$ cat src/rtl/video_pattern_gen_pkg.sv
// Shared definitions for the video pattern generator.
// Contents: pattern mode encodings, FSM states, RGB565 colour constants,
// the XGA active/total timing shared with the downstream video output
// stage, and the colour-bar lookup.
package video_pattern_gen_pkg;

  typedef enum logic [1:0] {
    MODE_BARS     = 2'd0,
    MODE_CHECKER  = 2'd1,
    MODE_GRADIENT = 2'd2,
    MODE_SOLID    = 2'd3
  } mode_e;

  typedef enum logic {
    ST_IDLE   = 1'b0,
    ST_ACTIVE = 1'b1
  } state_e;

  // RGB565 {r[15:11], g[10:5], b[4:0]}
  localparam logic [15:0] RGB_WHITE   = 16'hFFFF;
  localparam logic [15:0] RGB_YELLOW  = 16'hFFE0;
  localparam logic [15:0] RGB_CYAN    = 16'h07FF;
  localparam logic [15:0] RGB_GREEN   = 16'h07E0;
  localparam logic [15:0] RGB_MAGENTA = 16'hF81F;
  localparam logic [15:0] RGB_RED     = 16'hF800;
  localparam logic [15:0] RGB_BLUE    = 16'h001F;
  localparam logic [15:0] RGB_BLACK   = 16'h0000;

  // 1024x768 timing, kept identical to the video output stage
  localparam int XGA_H_ACTIVE = 1024;
  localparam int XGA_V_ACTIVE = 768;
  localparam int XGA_H_TOTAL  = 1344;
  localparam int XGA_V_TOTAL  = 806;

  function automatic logic [15:0] bar_color(input logic [2:0] bar);
    case (bar)
      3'd0:    bar_color = RGB_WHITE;
      3'd1:    bar_color = RGB_YELLOW;
      3'd2:    bar_color = RGB_CYAN;
      3'd3:    bar_color = RGB_GREEN;
      3'd4:    bar_color = RGB_MAGENTA;
      3'd5:    bar_color = RGB_RED;
      3'd6:    bar_color = RGB_BLUE;
      default: bar_color = RGB_BLACK;
    endcase
  endfunction

endpackage

$ cat src/rtl/video_pattern_gen_pixel.sv
// Combinational pattern pixel: (mode, x, y, solid colour) -> RGB565.
// Ports:
//   mode   in  2      pattern select (bars/checker/gradient/solid)
//   x, y   in  CNT_W  coordinate of the pixel being produced
//   solid  in  16     colour used by the solid pattern
//   pixel  out 16     RGB565 result
module video_pattern_gen_pixel #(
  parameter int H_ACTIVE = 1024,
  parameter int CHK_LOG2 = 5,
  parameter int CNT_W    = 12
) (
  input  logic [1:0]       mode,
  input  logic [CNT_W-1:0] x,
  input  logic [CNT_W-1:0] y,
  input  logic [15:0]      solid,
  output logic [15:0]      pixel
);
  import video_pattern_gen_pkg::*;

  localparam logic [CNT_W-1:0] BAR_W = CNT_W'(H_ACTIVE / 8);

  logic [CNT_W-1:0] bar_idx;
  assign bar_idx = x / BAR_W;

  // Bits that no pattern looks at; gathered here to keep lint quiet.
  logic unused_bits;
  assign unused_bits = ^{bar_idx[CNT_W-1:3], y[CNT_W-1:6]};

  always_comb begin
    pixel = RGB_BLACK;
    case (mode_e'(mode))
      MODE_BARS:     pixel = bar_color(bar_idx[2:0]);
      MODE_CHECKER:  pixel = (x[CHK_LOG2] ^ y[CHK_LOG2]) ? RGB_WHITE : RGB_BLACK;
      MODE_GRADIENT: pixel = {x[4:0], y[5:0], x[9:5]};
      MODE_SOLID:    pixel = solid;
      default:       pixel = RGB_BLACK;
    endcase
  end

endmodule

$ cat src/rtl/video_pattern_gen.sv
// AXI-Stream RGB565 test-pattern source. Emits whole frames with SOF on
// tuser_m and EOL on tlast_m; pattern and colour are latched at SOF.
// Ports:
//   clk, reset    pixel clock, synchronous active-high reset
//   enable        start/continue frames; only looked at on frame boundaries
//   mode_sel      pattern select, latched at SOF
//   solid_color   colour for the solid pattern, latched at SOF
//   tdata_m/tuser_m/tlast_m/tvalid_m/tready_m  AXI-Stream master
//   frame_done    one-cycle pulse after the last pixel of a frame is accepted
//   frame_count   frames completed since reset (wraps)
module video_pattern_gen #(
  parameter int H_ACTIVE = 1024,
  parameter int V_ACTIVE = 768,
  parameter int CHK_LOG2 = 5,
  parameter int CNT_W    = 12
) (
  input  logic        clk,
  input  logic        reset,
  input  logic        enable,
  input  logic [1:0]  mode_sel,
  input  logic [15:0] solid_color,
  output logic [15:0] tdata_m,
  output logic        tuser_m,
  output logic        tlast_m,
  output logic        tvalid_m,
  input  logic        tready_m,
  output logic        frame_done,
  output logic [15:0] frame_count
);
  import video_pattern_gen_pkg::*;

  localparam logic [CNT_W-1:0] X_LAST = CNT_W'(H_ACTIVE - 1);
  localparam logic [CNT_W-1:0] Y_LAST = CNT_W'(V_ACTIVE - 1);

  state_e           state_reg;
  logic [CNT_W-1:0] x_reg, y_reg, x_next, y_next;
  logic [1:0]       mode_reg, mode_next;
  logic [15:0]      solid_reg, solid_next;
  logic [15:0]      tdata_reg;
  logic             tuser_reg, tlast_reg, tvalid_reg, frame_done_reg;
  logic [15:0]      frame_count_reg;
  logic [15:0]      pix_next;

  logic transfer, frame_end, sof_load, load_beat, drop_valid;

  // x_reg/y_reg track the pixel currently presented; x_next/y_next the one
  // to present after this cycle. The pixel for x_next/y_next is computed
  // now and registered, so a fresh beat follows every transfer.
  always_comb begin
    transfer   = tvalid_reg & tready_m;
    frame_end  = transfer & (x_reg == X_LAST) & (y_reg == Y_LAST);
    sof_load   = ((state_reg == ST_IDLE) | frame_end) & enable;
    load_beat  = sof_load | (transfer & ~frame_end);
    drop_valid = frame_end & ~enable;

    x_next = x_reg;
    y_next = y_reg;
    if (state_reg == ST_IDLE) begin
      x_next = '0;
      y_next = '0;
    end else if (transfer) begin
      if (x_reg == X_LAST) begin
        x_next = '0;
        y_next = (y_reg == Y_LAST) ? '0 : y_reg + CNT_W'(1);
      end else begin
        x_next = x_reg + CNT_W'(1);
      end
    end

    mode_next  = sof_load ? mode_sel : mode_reg;
    solid_next = sof_load ? solid_color : solid_reg;
  end

  video_pattern_gen_pixel #(
    .H_ACTIVE (H_ACTIVE),
    .CHK_LOG2 (CHK_LOG2),
    .CNT_W    (CNT_W)
  ) u_pixel (
    .mode  (mode_next),
    .x     (x_next),
    .y     (y_next),
    .solid (solid_next),
    .pixel (pix_next)
  );

  always_ff @(posedge clk) begin
    if (reset) begin
      state_reg       <= ST_IDLE;
      x_reg           <= '0;
      y_reg           <= '0;
      mode_reg        <= '0;
      solid_reg       <= '0;
      tdata_reg       <= '0;
      tuser_reg       <= 1'b0;
      tlast_reg       <= 1'b0;
      tvalid_reg      <= 1'b0;
      frame_done_reg  <= 1'b0;
      frame_count_reg <= '0;
    end else begin
      x_reg          <= x_next;
      y_reg          <= y_next;
      mode_reg       <= mode_next;
      solid_reg      <= solid_next;
      frame_done_reg <= frame_end;
      if (frame_end)
        frame_count_reg <= frame_count_reg + 16'd1;

      if (load_beat) begin
        state_reg  <= ST_ACTIVE;
        tvalid_reg <= 1'b1;
        tdata_reg  <= pix_next;
        tuser_reg  <= (x_next == '0) && (y_next == '0);
        tlast_reg  <= (x_next == X_LAST);
      end else if (drop_valid) begin
        state_reg  <= ST_IDLE;
        tvalid_reg <= 1'b0;
        tuser_reg  <= 1'b0;
        tlast_reg  <= 1'b0;
      end
    end
  end

  assign tdata_m     = tdata_reg;
  assign tuser_m     = tuser_reg;
  assign tlast_m     = tlast_reg;
  assign tvalid_m    = tvalid_reg;
  assign frame_done  = frame_done_reg;
  assign frame_count = frame_count_reg;

endmodule

$ cat config.mk
export PLATFORM = sky130hd
export DESIGN_NAME = video_pattern_gen
export DESIGN_NICKNAME = d
export VERILOG_FILES = /design/src/rtl/video_pattern_gen_pkg.sv /design/src/rtl/video_pattern_gen_pixel.sv /design/src/rtl/video_pattern_gen.sv
export SDC_FILE = /design/constraint.sdc
export NUM_CORES = 1
export LEC_CHECK = 0
export ABC_AREA = 1
export CORE_MARGIN = 10
export CORE_UTILIZATION = 55
export CTS_CLUSTER_SIZE = 12
export DETAILED_ROUTE_END_ITERATION = 10
export PLACE_DENSITY = 0.88
export SKIP_LAST_GASP = 1
export SYNTH_ARGS = -nofsm -noshare
export SYNTH_HDL_FRONTEND = slang
export SYNTH_HIERARCHICAL = 1
export SYNTH_SLANG_ARGS = --single-unit
$ cat constraint.sdc
create_clock -name clk -period 4.55 [get_ports clk]
set_input_delay 0.91 -clock clk [delete_from_list [all_inputs] [get_ports clk]]
set_output_delay 0.91 -clock clk [all_outputs]
set_load 0.1 [all_outputs]
; ---- Word-level counts from Yosys, hierarchy flattened
; Index checks and enable logic that the tools add are counted.
[totals]
out_inout_bits = 36
wordCells = 59
ff_bits = 78
inputBits = 22
[op_classes]
muxes = 16
n_eq_ne = 12
bitwise = 12
reduce_logical = 6
addsub = 3
[ops]
columns = op, count
row1 = 16-bit one-hot mux with 7 select lines, 1
row2 = 12-bit two-way mux, 7
row3 = 16-bit one-hot mux with 4 select lines, 1
row4 = 12-bit by 10-bit == test with 1-bit output (second input constant), 3
row5 = 16-bit two-way mux, 2
row6 = 12-bit by 1-bit adder with 12-bit output (second input constant), 2
row7 = 12-bit zero test, 2
row8 = 16-bit by 1-bit adder with 16-bit output (second input constant), 1
row9 = 3-bit == test (second input constant), 3
row10 = 1-bit AND, 6
row11 = 3-bit by 2-bit == test with 1-bit output (second input constant), 2
row12 = 2-bit == test (second input constant), 2
row13 = 1-bit two-way mux, 4
row14 = 3-bit by 1-bit == test with 1-bit output (second input constant), 1
row15 = 3-bit zero test, 1
row16 = 1-bit NOT, 3
row17 = 2-bit by 1-bit == test with 1-bit output (second input constant), 1
row18 = 2-bit zero test, 1
row19 = 2-bit two-way mux, 1
row20 = 1-bit OR, 2
row21 = 2-bit nonzero test, 1
row22 = 1-bit logical AND, 1
row23 = 1-bit XOR, 1

; ---- Logic depth before layout (Yosys ltp)
; Gate-level depths: netlist of run 1.
[depth]
word_depth = 8
mapped_depth = 20
mapped_depth_nobuf = 17

; ---- Modules after synthesis
; Netlist of run 1, hierarchy kept.
[by_module_without_submodules]
columns = mod, n_inst, seq_area_each_um2, cells_each, area_each_um2
row1 = video_pattern_gen, 1, 1561.5, 561, 3816.2
row2 = video_pattern_gen_pixel, 1, 0.0, 102, 515.5

; ---- Worst setup path after synthesis of run 1
; No wires, ideal clock.
[synth_timing]
kind = register to register
from = register tvalid_reg (netlist: tvalid_m)
to = register tdata_reg[5] (netlist: tdata_m[5])
setup_slack_ns = 1.498
t_arrival_ns = 2.934
path_stages_with_launch = 17
path_buffers = 4
t_required_ns = 4.432
period_less_slack_ns = 3.052
cell_sequence = dfxtp_1 -> buf_2 -> inv_1 -> o21ai_2 -> buf_6 -> clkinv_2 -> or2_2 -> o21ai_0 -> inv_1 -> buf_6 -> inv_6 -> nor2_8 -> nand3_4 -> buf_6 -> nand3_1 -> nor2_1 -> nor2_1
[synth_between]
elab_chain_cells = 8
elab_cells_between_ends = 30
classes_between = eq/ne: 9 / mux: 9 / bitwise: 10 / reduce/logical: 2
[synth_rtl]
columns = item, line_no
row1 = start: declaration, video_pattern_gen.sv:40  ; logic tuser_reg, tlast_reg, tvalid_reg, frame_done_reg;
row2 = start signal: assignment, video_pattern_gen.sv:96  ; tvalid_reg <= 1'b0;
row3 = start signal: assignment, video_pattern_gen.sv:110  ; tvalid_reg <= 1'b1;
row4 = start signal: assignment, video_pattern_gen.sv:116  ; tvalid_reg <= 1'b0;
row5 = 1-bit AND, video_pattern_gen.sv:50  ; transfer = tvalid_reg & tready_m;
row6 = 1-bit AND (2 in series), video_pattern_gen.sv:51  ; frame_end = transfer & (x_reg == X_LAST) & (y_reg == Y_LAST);
row7 = 1-bit OR *, video_pattern_gen.sv:52  ; sof_load = ((state_reg == ST_IDLE) | frame_end) & enable;
row8 = 1-bit AND *, video_pattern_gen.sv:52
row9 = 2-bit two-way mux *, video_pattern_gen.sv:70  ; mode_next = sof_load ? mode_sel : mode_reg;
row10 = net mode_next[0], video_pattern_gen.sv:37  ; logic [1:0] mode_reg, mode_next;
row11 = 2-bit == test (tied with other cells), video_pattern_gen_pixel.sv:31  ; case (mode_e'(mode))
row12 = 16-bit one-hot mux with 4 select lines *, video_pattern_gen_pixel.sv:31
row13 = net pix_next[5], video_pattern_gen.sv:42  ; logic [15:0] pix_next;
row14 = end signal: assignment, video_pattern_gen.sv:111  ; tdata_reg <= pix_next;
row15 = end: declaration, video_pattern_gen.sv:39  ; logic [15:0] tdata_reg;
; Mark *: on every way through the listed nets, which the timed path passes. The rest lies on a longest branch.
; A chain may end at the register's enable or synchronous reset.

; ---- Worst setup path in the final report of run 1
[layout_timing]
from = input tready_m
to = register tdata_reg[5] (netlist: tdata_m[5])
[layout_between]
elab_chain_cells = 8
elab_cells_between_ends = 29
classes_between = eq/ne: 9 / mux: 9 / bitwise: 9 / reduce/logical: 2
[layout_rtl]
columns = item, line_no
row1 = start: declaration, video_pattern_gen.sv:26  ; input logic tready_m,
row2 = 1-bit AND *, video_pattern_gen.sv:50
row3 = 1-bit AND * (2 in series), video_pattern_gen.sv:51
row4 = 1-bit OR *, video_pattern_gen.sv:52
row5 = 1-bit AND *, video_pattern_gen.sv:52
row6 = 2-bit two-way mux *, video_pattern_gen.sv:70
row7 = net mode_next[1], video_pattern_gen.sv:37
row8 = 2-bit == test (tied with other cells), video_pattern_gen_pixel.sv:31
row9 = 16-bit one-hot mux with 4 select lines *, video_pattern_gen_pixel.sv:31
row10 = net pix_next[5], video_pattern_gen.sv:42
; Marked as above.

==> impl_metrics.env, run 1 <==
export IMPL_status="finished, final reports clean"
export IMPL_maxCapViolations=0
export IMPL_worst_setup_path_end_kind="flip-flop"
export IMPL_period_share_pct=85.94
export IMPL_nets=728
export IMPL_critical_path_slowest_cell="inv_1"
export IMPL_p_int_mw=1.050
export IMPL_ant_nets=0
export IMPL_skew_ns=0.01015
export IMPL_gp_congestion=0.9780
export IMPL_final_layout_size_suffix_gt1_share_pct=7.910
export IMPL_hold_viol_final=0
export IMPL_coreArea_mm2=0.007647
export IMPL_met1_usage_pct=22.55
export IMPL_syn_instance_count=655
export IMPL_areaGrowthSynthToFinish_pct=17.66
export IMPL_start_kind="input port"
export IMPL_combPwrFrac_pct=24.3
export IMPL_crit_type="in -> reg"
export IMPL_netlist_area_mm2=0.004302
export IMPL_post_cts_setup_buffers=0
export IMPL_clockPowerShare_pct=29.9
export IMPL_endpoint="tdata_m[5]"
export IMPL_yosys_warnings=6
export IMPL_num_vias=4215
export IMPL_fmax_mhz=255.7
export IMPL_die_x_um=108.4
export IMPL_pwr_share_seq_pct=45.9
export IMPL_mostFrequentLayoutCell="nor2_1"
export IMPL_grt_use_met2_pct=33.79
export IMPL_num_io_pins=58
export IMPL_path_max_fanout=34
export IMPL_crit_top_cell="nor2_1"
export IMPL_drtPass1Iterations=5
export IMPL_powerDensity_mw_per_mm2=314.1
export IMPL_grt_ovfl_total=0
export IMPL_period_needed_ns=3.910
export IMPL_initial_utilization_pct=56.25
export IMPL_setup_slack_ns=0.6399
export IMPL_tightestPinTransition_ns=1.026
export IMPL_r2r_cells=15
export IMPL_cts_max_level=3
export IMPL_antenna_cells=0
export IMPL_crit_path_cell_trace="clkdlybuf4s50_1 -> nand2_4 -> nor2_8 -> nand3_4 -> nor2_8 -> o21ai_2 -> clkinv_2 -> or2_2 -> o21ai_0 -> inv_1 -> nor2_1 -> nand2_1 -> nand3_1 -> nor2_1 -> nor2_1"
export IMPL_hp_class="reg -> reg"
export IMPL_grt_pass1_vias=3954
export IMPL_drc=0
export IMPL_r2r_slack_ns=1.10
export IMPL_finalSetupTns_ns=0
export IMPL_track_usage_pct=19.01
export IMPL_reg2reg_to="tdata_m[5]"
export IMPL_clockBufferDepth=2
export IMPL_avgSynthCellArea_um2=6.567
export IMPL_cts_buffers=9
export IMPL_antenna_found_initial=0
export IMPL_cts_tree="built"
export IMPL_routed_wl_mm=11.02
export IMPL_p_leak_nw=2.454
export IMPL_wl_per_cell_um=13.60
export IMPL_gr_max_usage_layer="met2"
export IMPL_setup_viol=0
export IMPL_insertion_delay_ns=0.35
export IMPL_root_buffer="clkbuf_8"
export IMPL_via_per_inst=5.204
export IMPL_arrival_ns=4.15
export IMPL_clk_pin_slew_ns=0.08
export IMPL_worstSetupStartpoint="tready_m"
export IMPL_grt_pass1_wl_mm=18.50
export IMPL_ir_worst_vdd_v=0.0002654
export IMPL_power_switching_uw=539.2
export IMPL_syn_nets=680
export IMPL_core_rowCount=32
export IMPL_grt_max_degree=54
export IMPL_use_met3_pct=3.510
export IMPL_dieArea_mm2=0.01176
export IMPL_cts_sink_count=78
export IMPL_place_hpwl_mm=8.227
export IMPL_rsz0062_at_grt="false"
export IMPL_drv_slew=0
export IMPL_portBuffers=57
export IMPL_post_place_ws_ns=0.3309
export IMPL_cp_required_ns=4.79
export IMPL_relSlewSlack_pct=31.39
export IMPL_layout_common_cells="nor2_1, nand2_1, inv_1"
export IMPL_cts_repair_resized=0
export IMPL_fp_dieH_um=108.4
export IMPL_p_sw_share_pct=33.92
export IMPL_crit_path_max_incr_delay_ns=0.75
export IMPL_drtIter0Drc=207
export IMPL_cts_hold_buf=0
export IMPL_timing_rr_start="y_reg[0]"
[routing by layer]
layer / wire (µm) / part of all wire (%)
met5: 0 / 0
met4: 216 / 2.0
met3: 628 / 5.7
met2: 5477 / 50
met1: 4693 / 43
[final cells by class]
type                    instances  area (µm²)
repair buffers                 60       593.1
well taps                     102       127.6
clock buffers                  13       158.9
flip-flops and latches         78        1562
multi-input cells             444        2180
fillers                       650        2586
clock inverters                 3       18.77
inverters                     110       421.7
[worst max-delay path, delay by kind of cell]
| family | cells | cell delay, ns |
|---|---|---|
| buf+inv | 3 | 1.53 |
| compound gates | 2 | 0.19 |
| simple gates | 10 | 1.50 |
[per-stage QoR]
| stage | power (mW) | cells | utilization, % | instance area [µm²] | hold slack, ns |
|---|---|---|---|---|---|
| after detailed placement | 1.128 | 794 | 63.86 | 4883 | 0.4612 |
| after global routing | 1.656 | 810 | 66.18 | 5061 | 0.5122 |
| final | 1.589 | 810 | 66.18 | 5061 | 0.4732 |
| after global placement | 1.122 | 794 | 63.86 | 4883 | 0.4532 |
| after floorplan | 1.045 | 655 | - | 4302 | 0.5304 |
| after CTS | 1.596 | 810 | 66.18 | 5061 | 0.4743 |
[how the worst min path moves through the flow]
stage | to | start | cells past startpoint
2_1_floorplan | solid_reg[10] | solid_reg[10] | 3
3_3_place_gp | frame_count[8] | frame_count[8] | 2
3_5_place_dp | frame_count[8] | frame_count[8] | 2
4_1_cts | frame_count[8] | frame_count[8] | 2
5_1_grt | frame_count[8] | frame_count[8] | 2
6_report | frame_count[8] | frame_count[8] | 2
[power by group through the flow]
stage                     Sequential (mW)  Combinational (mW)  Clock, mW
after floorplan                     0.879               0.166          0
after global placement              0.744               0.378          0
final                               0.729               0.386      0.475
after global routing                0.733               0.417      0.505
after detailed placement            0.744               0.384          0
after CTS                           0.729               0.385      0.482
No activity file was read; power rests on OpenSTA's default activity.
==> run 2: changes to the inputs <==
- MAX_ROUTING_LAYER: default -> met4
==> run 2 against run 1 <==
Against the previous run:
- maximum frequency increased by 3.2%
- critical endpoint is now tdata_m[13]
- highest routed layer unchanged
- combinational power about the same
- final cell count unchanged
- clock skew increased by 0.0026 ns
- critical path type unchanged
- first-iteration DRC count increased by 12%
- largest cell class unchanged
- register-to-register slack improved by 0.08 ns
==> impl_metrics.env, run 2 (synthesis results as in run 1) <==
export IMPL_status="finished, final reports clean"
export IMPL_tightestPinTransition_ns=0.9978
export IMPL_clockBufferDepth=2
export IMPL_powerDensity_mw_per_mm2=330.4
export IMPL_drc=0
export IMPL_grt_pass1_wl_mm=18.86
export IMPL_wl_per_cell_um=13.91
export IMPL_path_max_fanout=20
export IMPL_antenna_cells=0
export IMPL_num_io_pins=58
export IMPL_skew_ns=0.01280
export IMPL_period_share_pct=83.25
export IMPL_die_x_um=108.4
export IMPL_worst_setup_path_end_kind="flip-flop"
export IMPL_arrival_ns=4.02
export IMPL_mostFrequentLayoutCell="nor2_1"
export IMPL_postLayoutCellArea_mm2=0.005097
export IMPL_grt_pass1_vias=4079
export IMPL_hp_class="reg -> reg"
export IMPL_dpl_cell_count=794
export IMPL_final_layout_size_suffix_gt1_share_pct=8.051
export IMPL_insertion_delay_ns=0.35
export IMPL_cts_max_level=3
export IMPL_critical_path_slowest_cell="clkdlybuf4s50_1"
export IMPL_grt_max_degree=54
export IMPL_p_leak_nw=2.467
export IMPL_period_needed_ns=3.788
export IMPL_post_cts_setup_buffers=0
export IMPL_nets=728
export IMPL_cp_required_ns=4.78
export IMPL_cts_tree="built"
export IMPL_final_core_util_pct=66.66
export IMPL_finalSetupTns_ns=0
export IMPL_ant_nets=0
export IMPL_drtIter0Drc=232
export IMPL_core_rowCount=32
export IMPL_layout_common_cells="nor2_1, nand2_1, inv_1"
export IMPL_place_hpwl_mm=8.463
export IMPL_stdcell_count=810
export IMPL_ir_worst_vdd_v=0.0002384
export IMPL_areaGrowthSynthToFinish_pct=18.50
export IMPL_crit_top_cell="nor2_8"
export IMPL_cts_hold_buf=0
export IMPL_path_delay_family="buffers and inverters"
export IMPL_crit_path_max_incr_delay_ns=0.60
export IMPL_initial_utilization_pct=56.25
export IMPL_fp_dieH_um=108.4
export IMPL_post_place_ws_ns=0.5145
export IMPL_crit_type="in -> reg"
export IMPL_path_buf_inv=4
export IMPL_rsz0062_at_grt="false"
export IMPL_cts_buffers=9
export IMPL_maxCapViolations=0
export IMPL_total_power_mw=1.684
export IMPL_via_per_inst=5.301
export IMPL_hold_viol_final=0
export IMPL_portBuffers=57
export IMPL_drtPass1Iterations=5
export IMPL_start_kind="input port"
export IMPL_root_buffer="clkbuf_8"
export IMPL_track_usage_pct=19.96
export IMPL_setup_slack_ns=0.7622
export IMPL_drv_slew=0
export IMPL_num_vias=4294
export IMPL_cts_repair_resized=0
export IMPL_antenna_found_initial=0
export IMPL_cts_sink_count=78
export IMPL_crit_path_cell_trace="clkdlybuf4s50_1 -> nand2_4 -> nor2_8 -> nand3_4 -> nor2_8 -> o21ai_2 -> clkinv_2 -> or2_2 -> o21ai_0 -> inv_1 -> buf_4 -> nor2_8 -> nand3_4 -> nand3_1 -> nor2_1 -> nor2_1"
export IMPL_clk_pin_slew_ns=0.08
export IMPL_fmax_mhz=264.0
export IMPL_grt_ovfl_total=0
export IMPL_fin_hold_ws_ns=0.4705
export IMPL_dieArea_mm2=0.01176
export IMPL_placed_area_mm2=0.004883
export IMPL_coreArea_mm2=0.007647
export IMPL_routed_wl_mm=11.27
export IMPL_setup_viol=0
export IMPL_relSlewSlack_pct=33.27
export IMPL_gp_congestion=0.9689
export IMPL_fillCellCount=659
-- run 2: cell count changes in the layout (fill, tap and decap cells not counted), sizes merged --
cell      change
clkbuf        -3
clkinvlp      +1
bufinv        +2
-- run 2: report_power, final --
group | total (mW) | switching (mW) | internal [mW]
clock | 0.567 | 0.259 | 0.308
combinational | 0.385 | 0.278 | 0.107
sequential | 0.733 | 0.0171 | 0.715
-- run 2: metal layers --
metal  share of wire, %  global-route usage [%]  up-vias
met5                  0                       -        -
met4                3.1                   8.851        0
met3                5.6                   4.105       29
met2                 48                   33.06      146
met1                 43                   22.80     1957
li1                   -                       -     2162
-- run 2: layout make-up --
type	count	area, µm²	area share (%)
Inverter	110	421.7	8.272
Multi-Input combinational cell	444	2180	42.76
Sequential cell	78	1562	30.63
Clock buffer	10	127.6	2.504
Timing Repair Buffer	60	593.1	11.63
Tap cell	102	127.6	2.504
Clock inverter	6	86.33	1.694
-- run 2: worst paths after layout --
path                   from              to  slack [ns]  cells after the start
max reg2reg        y_reg[0]     tdata_m[13]        1.18                     16
min          frame_count[8]  frame_count[8]        0.47                      2
min reg2reg  frame_count[8]  frame_count[8]        0.47                      2
max                tready_m     tdata_m[13]        0.76                     16
-- run 2: tightest hold or removal path: cells and delay by family (launching register included) --
family	cells	cell delay (ns)
AOI/OAI and AO/OA	1	0.05
DFF	1	0.33
buffers and inverters	1	0.05
==> variant, RTL diff (settings of run 1) <==
`CNT_W` is set to 12 in 2 places; all go to 24.
--- a/src/rtl/video_pattern_gen_pixel.sv
+++ b/src/rtl/video_pattern_gen_pixel.sv
@@ -8,5 +8,5 @@
   parameter int H_ACTIVE = 1024,
   parameter int CHK_LOG2 = 5,
-  parameter int CNT_W    = 12
+  parameter int CNT_W    = 24
 ) (
   input  logic [1:0]       mode,
--- a/src/rtl/video_pattern_gen.sv
+++ b/src/rtl/video_pattern_gen.sv
@@ -13,5 +13,5 @@
   parameter int V_ACTIVE = 768,
   parameter int CHK_LOG2 = 5,
-  parameter int CNT_W    = 12
+  parameter int CNT_W    = 24
 ) (
   input  logic        clk,
Check against the original RTL: same outputs for any inputs over 4 cycles, from zero or initial values and one cycle with reset high; that may be too few to reach the edited logic, so the function may still have changed.
==> variant against run 1 <==
  * Die area grew 38%
  * Total power up 28%
  * Design area grew 42%
  * Area after synthesis up 47%
  * Fmax increased by 12%
  * Sequential cell count up 24
  * Sequential power grew 29%
  * Largest cell class unchanged
  * Sequential share of layout area is 2.4 points lower
  * Cell count increased by 48%
  * Routed wire length up 49%
  * Critical endpoint is now tdata_m[15]
  * Global-route usage up 0.78 points
  * Setup slack better by 0.42 ns
==> variant: results (changes against run 1) <==
Status - completed
Total GRT Usage - 19.8% (+0.78 points)
Met2 GRT Util - 33.0% (-0.83 points)
CP max stage delay - 0.64 ns (-0.11 ns)
Clock skew - 0.0109 ns (+0.000732 ns)
Dpl ws - 0.780 ns (+0.449 ns)
Largest net degree at the start of global routing - 50 (-7.4%)
Nets@finish - 1078 (+48%)
Met2 routed WL - 7.83 mm (+43%)
CP max-delay cell - clkdlybuf4s50_1
Leak Pwr - 3.24 nW (+32%)
Filler cell count - 1047 (+61%)
Worst VDD drop - 310 uV (+17%)
Iteration-0 DRC Markers - 581 (+180%)
Vias - 6406 (+52%)
Post-DP HPWL - 12.3 mm (+49%)
Vias in the first global route - 5757 (+46%)
Root buf cell - clkbuf_16
DP Cell Count - 1185 (+49%)
Post-Syn Instances - 1012 (+55%)
Switching share of power - 31.2% (-2.7 points)
Placed Area - 6910 um^2 (+42%)
First-pass GRT wire length - 27.0 mm (+46%)
Met3 WL - 1.05 mm (+67%)
Hold Path Origin - tdata_m[1]
Share of layout cells above drive strength 1 - 7.39% (-0.52 points)
Met1 Use GR - 23.8% (+1.2 points)
Avg WL per Cell - 13.7 um (+0.88%)
==> variant: final cells by class <==
type | count | area (um^2) | area share (%)
Clock buffer | 9 | 225 | 3.14
Clock inverter | 5 | 36.3 | 0.506
Inverter | 163 | 622 | 8.67
Multi-Input combinational cell | 713 | 3450 | 48.1
Sequential cell | 102 | 2040 | 28.5
Tap cell | 143 | 179 | 2.49
Timing Repair Buffer | 64 | 618 | 8.62
==> variant: path summary, 6_finish.rpt <==
check           endpoint  slack (ns)  cells past startpoint
max          tdata_m[15]        1.06                     16
min           tdata_m[1]        0.46                      2
max reg2reg  tdata_m[15]        1.15                     20
min reg2reg   tdata_m[1]        0.46                      2
==> variant: power by group through the flow <==
stage / Combinational (mW) / Clock (mW) / Sequential [mW]
after floorplan: 0.187 / 0 / 1.07
after global placement: 0.377 / 0 / 0.963
after detailed placement: 0.381 / 0 / 0.964
after CTS: 0.383 / 0.716 / 0.943
after global routing: 0.413 / 0.749 / 0.947
final: 0.384 / 0.701 / 0.944
